**src/rtl/mem_bus_arbiter.sv**
```systemverilog
// Shares one SRAM-like bus between the fetch port and the load/store port.
// One transaction in flight; data has priority, with a starvation counter that guarantees fetch progress.
module mem_bus_arbiter #(
  parameter int ADDR_WIDTH   = 32,
  parameter int DATA_WIDTH   = 32,
  parameter int STARVE_LIMIT = 4
) (
  input  logic                    clk,
  input  logic                    rst_n,
  // fetch port
  input  logic                    inst_req,
  input  logic [ADDR_WIDTH-1:0]   inst_addr,
  output logic                    inst_addr_ok,
  output logic                    inst_data_ok,
  output logic [DATA_WIDTH-1:0]   inst_rdata,
  // load/store port
  input  logic                    data_req,
  input  logic                    data_wr,
  input  logic [1:0]              data_size,
  input  logic [DATA_WIDTH/8-1:0] data_wstrb,
  input  logic [ADDR_WIDTH-1:0]   data_addr,
  input  logic [DATA_WIDTH-1:0]   data_wdata,
  output logic                    data_addr_ok,
  output logic                    data_data_ok,
  output logic [DATA_WIDTH-1:0]   data_rdata,
  input  logic                    flush,
  // downstream bus
  output logic                    bus_req,
  output logic                    bus_wr,
  output logic [1:0]              bus_size,
  output logic [DATA_WIDTH/8-1:0] bus_wstrb,
  output logic [ADDR_WIDTH-1:0]   bus_addr,
  output logic [DATA_WIDTH-1:0]   bus_wdata,
  input  logic                    bus_addr_ok,
  input  logic                    bus_data_ok,
  input  logic [DATA_WIDTH-1:0]   bus_rdata,
  output logic                    busy,
  output logic [1:0]              fsm_state
);

  // Handshake contract: a requester holds req and its payload until it sees
  // addr_ok in the same cycle; data_ok is a single-cycle pulse to the owner.

  localparam int CW = $clog2(STARVE_LIMIT + 1);
  localparam logic [CW-1:0] LIMIT = CW'(STARVE_LIMIT);

  typedef enum logic [1:0] {
    ST_IDLE = 2'd0,
    ST_ADDR = 2'd1,
    ST_WAIT = 2'd2
  } state_e;

  typedef enum logic [1:0] {
    OWN_NONE = 2'd0,
    OWN_INST = 2'd1,
    OWN_DATA = 2'd2
  } owner_e;

  state_e         state, state_next;
  owner_e         owner;
  logic           win_inst;
  logic           drop;
  logic [CW-1:0]  starve_cnt;

  logic           any_req;
  logic           pick_inst;
  logic           addr_fire;
  logic           resp_fire;

  assign any_req   = inst_req | data_req;
  assign pick_inst = inst_req & (~data_req | (starve_cnt == LIMIT));
  assign addr_fire = (state == ST_ADDR) & bus_addr_ok;
  assign resp_fire = (state == ST_WAIT) & bus_data_ok;

  always_ff @(posedge clk or negedge rst_n) begin
    if (!rst_n) begin
      state <= ST_IDLE;
    end else begin
      state <= state_next;
    end
  end

  always_comb begin
    state_next = state;
    case (state)
      ST_IDLE: begin
        if (any_req) state_next = ST_ADDR;
      end
      ST_ADDR: begin
        // An accepted address always wins over flush; an unaccepted fetch can be withdrawn.
        if (bus_addr_ok) begin
          state_next = ST_WAIT;
        end else if (flush && win_inst) begin
          state_next = ST_IDLE;
        end
      end
      ST_WAIT: begin
        if (bus_data_ok) state_next = ST_IDLE;
      end
      default: state_next = ST_IDLE;
    endcase
  end

  // Payload is captured once in IDLE and held stable through ADDR.
  always_ff @(posedge clk or negedge rst_n) begin
    if (!rst_n) begin
      win_inst  <= 1'b0;
      bus_wr    <= 1'b0;
      bus_size  <= 2'd0;
      bus_wstrb <= '0;
      bus_addr  <= '0;
      bus_wdata <= '0;
    end else if (state == ST_IDLE && any_req) begin
      win_inst <= pick_inst;
      if (pick_inst) begin
        bus_wr    <= 1'b0;
        bus_size  <= 2'd2;
        bus_wstrb <= '0;
        bus_addr  <= inst_addr;
        bus_wdata <= '0;
      end else begin
        bus_wr    <= data_wr;
        bus_size  <= data_size;
        bus_wstrb <= data_wstrb;
        bus_addr  <= data_addr;
        bus_wdata <= data_wdata;
      end
    end
  end

  always_ff @(posedge clk or negedge rst_n) begin
    if (!rst_n) begin
      owner <= OWN_NONE;
      drop  <= 1'b0;
    end else begin
      if (addr_fire) begin
        owner <= win_inst ? OWN_INST : OWN_DATA;
        drop  <= win_inst & flush;
      end else if (resp_fire) begin
        owner <= OWN_NONE;
        drop  <= 1'b0;
      end else if (state == ST_WAIT && owner == OWN_INST && flush) begin
        drop <= 1'b1;
      end
    end
  end

  always_ff @(posedge clk or negedge rst_n) begin
    if (!rst_n) begin
      starve_cnt <= '0;
    end else if (state == ST_IDLE) begin
      if (!inst_req || pick_inst) begin
        starve_cnt <= '0;
      end else if (data_req && starve_cnt != LIMIT) begin
        starve_cnt <= starve_cnt + 1'b1;
      end
    end
  end

  always_comb begin
    busy         = (state != ST_IDLE);
    bus_req      = (state == ST_ADDR);
    fsm_state    = state;
    inst_addr_ok = addr_fire & win_inst;
    data_addr_ok = addr_fire & ~win_inst;
    inst_data_ok = resp_fire & (owner == OWN_INST) & ~drop & ~flush;
    data_data_ok = resp_fire & (owner == OWN_DATA);
    inst_rdata   = inst_data_ok ? bus_rdata : '0;
    data_rdata   = data_data_ok ? bus_rdata : '0;
  end

endmodule

```
**config.mk**
```make
export PLATFORM = sky130hd
export DESIGN_NAME = mem_bus_arbiter
export DESIGN_NICKNAME = d
export VERILOG_FILES = /design/src/rtl/mem_bus_arbiter.sv
export SDC_FILE = /design/constraint.sdc
export NUM_CORES = 1
export LEC_CHECK = 0
export BUFFER_PORTS_ARGS = -buffer_cell sky130_fd_sc_hd__buf_4
export CAP_MARGIN = 20
export CORE_AREA = 10 10 105 116
export DETAILED_ROUTE_END_ITERATION = 7
export DIE_AREA = 0 0 115 126
export HOLD_SLACK_MARGIN = 0.1
export PLACE_DENSITY_LB_ADDON = 0.15
export SYNTH_ARGS = -nofsm -noshare
export SYNTH_HDL_FRONTEND = slang
export SYNTH_SLANG_ARGS = --single-unit
```
**constraint.sdc**
```tcl
create_clock -name clk -period 2.45 [get_ports clk]
set_input_delay 0.49 -clock clk [delete_from_list [all_inputs] [get_ports clk]]
set_output_delay 0.49 -clock clk [all_outputs]
set_load 0.01 [all_outputs]
```
==> results of run 1 <==
worst min path at each step:
stage                     start           end  slack [ns]  cells after the start
floorplan                 rst_n   bus_addr[0]        0.19                      0
global placement          rst_n  bus_addr[18]        0.47                      1
detailed placement        rst_n  bus_addr[18]        0.48                      1
CTS                 bus_addr_ok  fsm_state[0]        0.34                      2
global route        bus_addr_ok  fsm_state[0]        0.37                      2
finish              bus_addr_ok  fsm_state[0]        0.36                      2
timing repair:
item | 4_1_cts | 5_1_grt
setup endpoints to repair | 26 | 26
cloned | 0 | 1
hold buffers | 1 | 0
gates resized for setup | 0 | 6
endpoints found under the hold margin | 25 | 0
pin swaps | 1 | 1
buffers inserted | 1 | 2
worst max-delay path, stage by stage (launching register included):
cell	delay, ns
dfrtp_2	0.43
nand3b_4	0.19
nor4_4	0.35
buf_4	0.21
and2_1	0.14
buf_4	0.12
layout make-up:
type | instances | area, um2
clock buffers | 12 | 145
clock inverters | 3 | 18.8
fillers | 787 | 2970
inverters | 37 | 139
multi-input cells | 277 | 2060
flip-flops and latches | 80 | 2000
well taps | 120 | 150
repair buffers | 302 | 2300
cells by family (layout without fill, tap and decap cells):
| group | after synthesis | count (layout) | synth area share |
|---|---|---|---|
| flops | 80 | 80 | 0.444 |
| fa+ha+maj | 2 | 2 | 0.00555 |
| buf+inv | 87 | 354 | 0.100 |
| simple gates | 189 | 189 | 0.248 |
| compound gates | 86 | 86 | 0.202 |
stage by stage:
stage | hold slack (ns) | area [um2]
finish | 0.363 | 6820
global route | 0.368 | 6820
CTS | 0.343 | 6790
detailed placement | 0.475 | 6610
global placement | 0.473 | 6610
floorplan | 0.194 | 4510
sequential cells by signal (all words and copies together) (netlist names), 2 cells and up:
register	cells
fsm_state	2
starve_cnt	3
bus_wstrb	4
bus_size	2
bus_addr	32
owner	2
bus_wdata	32
cell usage after synthesis, drive strengths merged:
master / instances
nand2: 6
or2: 1
o22ai: 2
nor2b: 1
a22o: 1
nand4: 33
a21boi: 1
and2: 67
nor3b: 1
o221ai: 32
nor4: 1
inv: 37
nor2: 2
nand3b: 2
a21o: 2
and3: 1
o2bb2ai: 38
a21bo: 1
clkbuf: 21
dfrtp: 80
buf: 29
nor4bb: 1
o21ai: 4
a31oi: 1
a21oi: 4
nand2b: 2
nand3: 71
ha: 2
where the power goes:
group / leakage (nW) / internal [mW] / total (mW) / switching, mW
clock network: 0.0862 / 0.390 / 0.858 / 0.468
registers: 0.998 / 1.94 / 2.32 / 0.387
logic: 2.27 / 1.75 / 3.64 / 1.89
total: 3.36 / 4.07 / 6.82 / 2.75
per-layer routing:
layer | part of all wire | vias to the layer above
li1 | - | 2124
met1 | 0.39 | 2189
met2 | 0.50 | 196
met3 | 0.086 | 29
met4 | 0.024 | 0
met5 | 0 | -
==> metrics.csv, run 1 <==
stage;metric;value;unit
cells_and_area;most frequent cells in the layout;buf_4, dfrtp_1, nand3_1;
logic_synthesis;share of the synthesized area in the top cell type;0.444;
setup_path;r2r startpoint;fsm_state[0];
route;antenna viol nets, final;0;
sta;RSZ-0062 raised after global routing;false;
sta;Worst Max-Slew Pin Slew;0.638;ns
placement;port bufs;284;
cells_and_area;Layout Nets;851;
global_route;GR peak layer;met2;
clock_network;Clock Latency Late Sink;0.35;ns
setup_path;critical path fanouts, max;7;
route;DRT iter0 DRCs;268;
setup_path;Worst R2R End;bus_addr[6];
global_route;met2 Use GR;0.364;
sta;Post-Route Skew;0.0117;ns
cells_and_area;share of cells above drive strength 1;0.501;
cells_and_area;ant diodes;0;
clock_network;TritonCTS clock tree;yes;
power_and_ir_drop;Pleak;3.36;nW
clock_network;root buffer cell;clkbuf_8;
setup_path;startpoint types;flop;
clock_network;H-tree Lvls;3;
route;DR WL/cell;20.7;um
logic_synthesis;register bit total from synthesis;80;
power_and_ir_drop;total chip power;6.82;mW
sta;final hold violations;0;
logic_synthesis;synthesized instance count;444;
logic_synthesis;Synth Warn #;0;
route;DR vias/cell;5.46;
status;status;finished, final reports clean;
cells_and_area;most common cell after layout, fill and taps aside;buf_4;
clock_network;number of buffers created by CTS;9;
sta;final setup vio count;0;
logic_synthesis;synthesized cell area;0.00451;mm2
placement;Final HPWL DP;13200;um
global_route;met3 GRT Util;0.0745;
setup_path;worst path required time;1.96;ns
global_route;pin count of the biggest net entering global routing;42;
logic_synthesis;Yosys top cell by area;dfrtp_1;
setup_path;worst setup path start;fsm_state[0];
global_route;GRT Total Usage;0.222;
sta;Fmax achieved;440;MHz
logic_synthesis;Area contributors post-synth;dfrtp_1, o221ai_2, and2_1;
route;drt total wl;17200;um
sta;Worst slew margin;0.575;
sta;final slew viol count;0;
setup_path;FF-to-FF path depth;4;
logic_synthesis;Mean Syn Cell Area;10.2;um2
route;DRT Pass-1 Iters;5;
clock_network;Bufs on Longest Clock Path;2;
cells_and_area;post-layout util;0.697;
logic_synthesis;Seq/Total Area, Yosys;0.444;
power_and_ir_drop;Cell Pwr Density;999;mW/mm2
sta;setup ws final;0.179;ns
sta;Sum Neg Setup Slack;0;ns
logic_synthesis;Netlist cell types;34;
setup_path;critical path endpoint;inst_rdata[30];
flow_run;max cap viols;0;
min_path;worst hold path class;in -> reg;
placement;dpl cells;811;
setup_path;CP Class;reg -> out;
floorplan;core area;0.00979;mm2
route;vias;4538;
setup_path;FF-to-FF setup slack;0.55;ns
sta;Final period util;0.927;
logic_synthesis;post-synth net total;588;
route;DRC;0;
cells_and_area;P&R area growth vs syn;51.2;%
floorplan;die span in y;126;um
global_route;gr ovfl total;0;
floorplan;num rows;38;
placement;GP Congestion;0.924;
cells_and_area;non-filler cells, final;831;
setup_path;CP endpoint kind;output pin;
clock_network;clock sink count;80;
placement;worst slack, placed;0.286;ns
power_and_ir_drop;Peak VDD IR;0.000590;V
global_route;first-pass GRT wire length;26000;um
floorplan;Initial Utilization;0.461;
global_route;vias in the first global route;4571;
floorplan;die footprint;0.0145;mm2
floorplan;Die W;115;um
global_route;initial antenna violation count;0;
global_route;met1 Use GR;0.262;
floorplan;I/O Pins;285;
sta;min cycle time layout;2.27;ns
setup_path;CP arrival;1.78;ns
clock_network;Clock transition at path regs;0.08;ns
Power figures use the tool's default switching activity.
==> run 2, diff against run 1 <==
CORE_AREA = 2 2 111 113   (was 10 10 105 116)
DIE_AREA = 0 0 113 115   (was 0 0 115 126)
==> metrics.csv, run 2 (synthesis gave the netlist of run 1 again) <==
stage;metric;value;unit
status;status;finished with violations;
status;failing checks;DRC;
power_and_ir_drop;total chip power;7.10;mW
sta;setup ws final;0.174;ns
power_and_ir_drop;Pleak;3.38;nW
route;antenna viol nets, final;0;
sta;final hold violations;0;
cells_and_area;multi-input combinational cell area;0.00206;mm2
placement;worst slack, placed;0.463;ns
setup_path;Crit path max-delay family;simple AND/OR/NAND/NOR gates;
sta;Post-Route Skew;0.0102;ns
cells_and_area;Layout Nets;845;
cells_and_area;filler instances;1033;
cells_and_area;most frequent cells in the layout;buf_4, dfrtp_1, nand3_1;
clock_network;number of buffers created by CTS;9;
route;DR WL/cell;17.8;um
setup_path;FF-to-FF path depth;3;
placement;port bufs;284;
placement;Final HPWL DP;11100;um
setup_path;Crit path buffers/inverters;2;
route;DR vias/cell;5.23;
setup_path;CP Class;reg -> out;
sta;min cycle time layout;2.28;ns
route;DRT Pass-1 Iters;8;
sta;Sum Neg Setup Slack;0;ns
floorplan;Initial Utilization;0.382;
setup_path;FF-to-FF setup slack;0.70;ns
sta;final slew viol count;0;
setup_path;worst setup path start;fsm_state[0];
placement;dpl cells;837;
clock_network;Clock transition at path regs;0.07;ns
floorplan;core area;0.0118;mm2
clock_network;clock sink count;80;
global_route;initial antenna violation count;0;
cells_and_area;non-filler cells, final;852;
setup_path;CP max stage cell;dfrtp_1;
sta;Fmax achieved;439;MHz
route;DRC;19;
global_route;vias in the first global route;4434;
setup_path;Worst R2R End;bus_size[1];
power_and_ir_drop;Peak VDD IR;0.000537;V
min_path;worst hold path class;in -> async;
setup_path;slowest stage delay, CP;0.47;ns
floorplan;die footprint;0.0130;mm2
global_route;GRT Total Usage;0.226;
sta;final setup vio count;0;
setup_path;critical path fanouts, max;33;
clock_network;Bufs on Longest Clock Path;2;
clock_network;Clock Latency Late Sink;0.33;ns
cells_and_area;FF/Latch Area;0.00200;mm2
floorplan;Die W;113;um
floorplan;I/O Pins;285;
power_and_ir_drop;Cell Pwr Density;1020;mW/mm2
setup_path;CP cell instances;nand3b_4 -> nor4_4 -> buf_6 -> and2_1 -> buf_4;
cells_and_area;post-layout util;0.587;
floorplan;die span in y;115;um
setup_path;CP arrival;1.79;ns
global_route;first-pass GRT wire length;23600;um
cells_and_area;share of cells above drive strength 1;0.496;
setup_path;r2r startpoint;fsm_state[1];
cells_and_area;P&R area growth vs syn;53.6;%
sta;Final period util;0.929;
route;DRT iter0 DRCs;374;
cells_and_area;most common cell after layout, fill and taps aside;buf_4;
cells_and_area;ant diodes;0;
global_route;pin count of the biggest net entering global routing;74;
clock_network;post-CTS setup buffers;0;
setup_path;CP endpoint kind;output pin;
cells_and_area;Largest regs;bus_addr (32), bus_wdata (32), bus_wstrb (4);
flow_run;max cap viols;0;
setup_path;worst path required time;1.96;ns
route;vias;4459;
setup_path;startpoint types;flop;
route;drt total wl;15100;um
global_route;gr ovfl total;0;
sta;RSZ-0062 raised after global routing;false;
clock_network;H-tree Lvls;3;
clock_network;TritonCTS clock tree;yes;
clock_network;root buffer cell;clkbuf_16;
sta;Worst Max-Slew Pin Slew;0.580;ns
sta;Worst slew margin;0.614;
floorplan;num rows;40;
placement;GP Congestion;0.848;
[run 2: cell types whose count changed in the layout (fill, tap and decap cells not counted)]
cell	previous run	this run
buf_12	2	4
dlygate4sd3_1	1	0
clkbuf_8	10	0
dfrtp_2	2	0
clkinv_4	1	2
dfrtp_1	78	80
clkbuf_1	2	1
clkinvlp_4	0	1
buf_4	297	291
clkbuf_16	0	9
buf_6	2	1
[run 2: worst max-delay path by stage]
| stage | endpoint | cells past startpoint |
|---|---|---|
| after floorplan | inst_rdata[22] | 4 |
| after global placement | inst_rdata[21] | 6 |
| after detailed placement | inst_rdata[8] | 6 |
| after CTS | inst_rdata[8] | 5 |
| after global routing | inst_rdata[25] | 5 |
| final | inst_rdata[8] | 5 |
[run 2: stage by stage]
| step | cell area, um2 | hold slack, ns |
|---|---|---|
| after global placement | 6660 | 0.465 |
| after CTS | 6930 | 0.117 |
| after global routing | 6930 | 0.130 |
| final | 6930 | 0.0990 |
| after detailed placement | 6660 | 0.468 |
| after floorplan | 4510 | 0.194 |
[run 2: where the power goes]
group          total, mW  switching (mW)  leakage (nW)  internal [mW]
Sequential          2.33           0.397          1.00           1.93
Clock               1.20           0.523         0.128          0.681
Combinational       3.56            1.83          2.25           1.74
Total               7.10            2.75          3.38           4.35
[run 2: area by class of cell]
| class | count | area share |
|---|---|---|
| Timing Repair Buffer | 296 | 0.328 |
| Multi-Input combinational cell | 277 | 0.298 |
| Sequential cell | 80 | 0.289 |
| Clock buffer | 10 | 0.0330 |
| Tap cell | 147 | 0.0265 |
| Inverter | 37 | 0.0200 |
| Clock inverter | 5 | 0.00506 |
[run 2: metal layers]
layer / wire (um) / GRT usage
met1: 6050 / 0.288
met2: 7770 / 0.389
met3: 1090 / 0.0511
met4: 228 / 0.0618
met5: 0 / 0
[run 2: repair_timing]
action                     4_1_cts  5_1_grt
hold buffers                     0        0
setup endpoints to repair        0       25
resized for setup                0        1
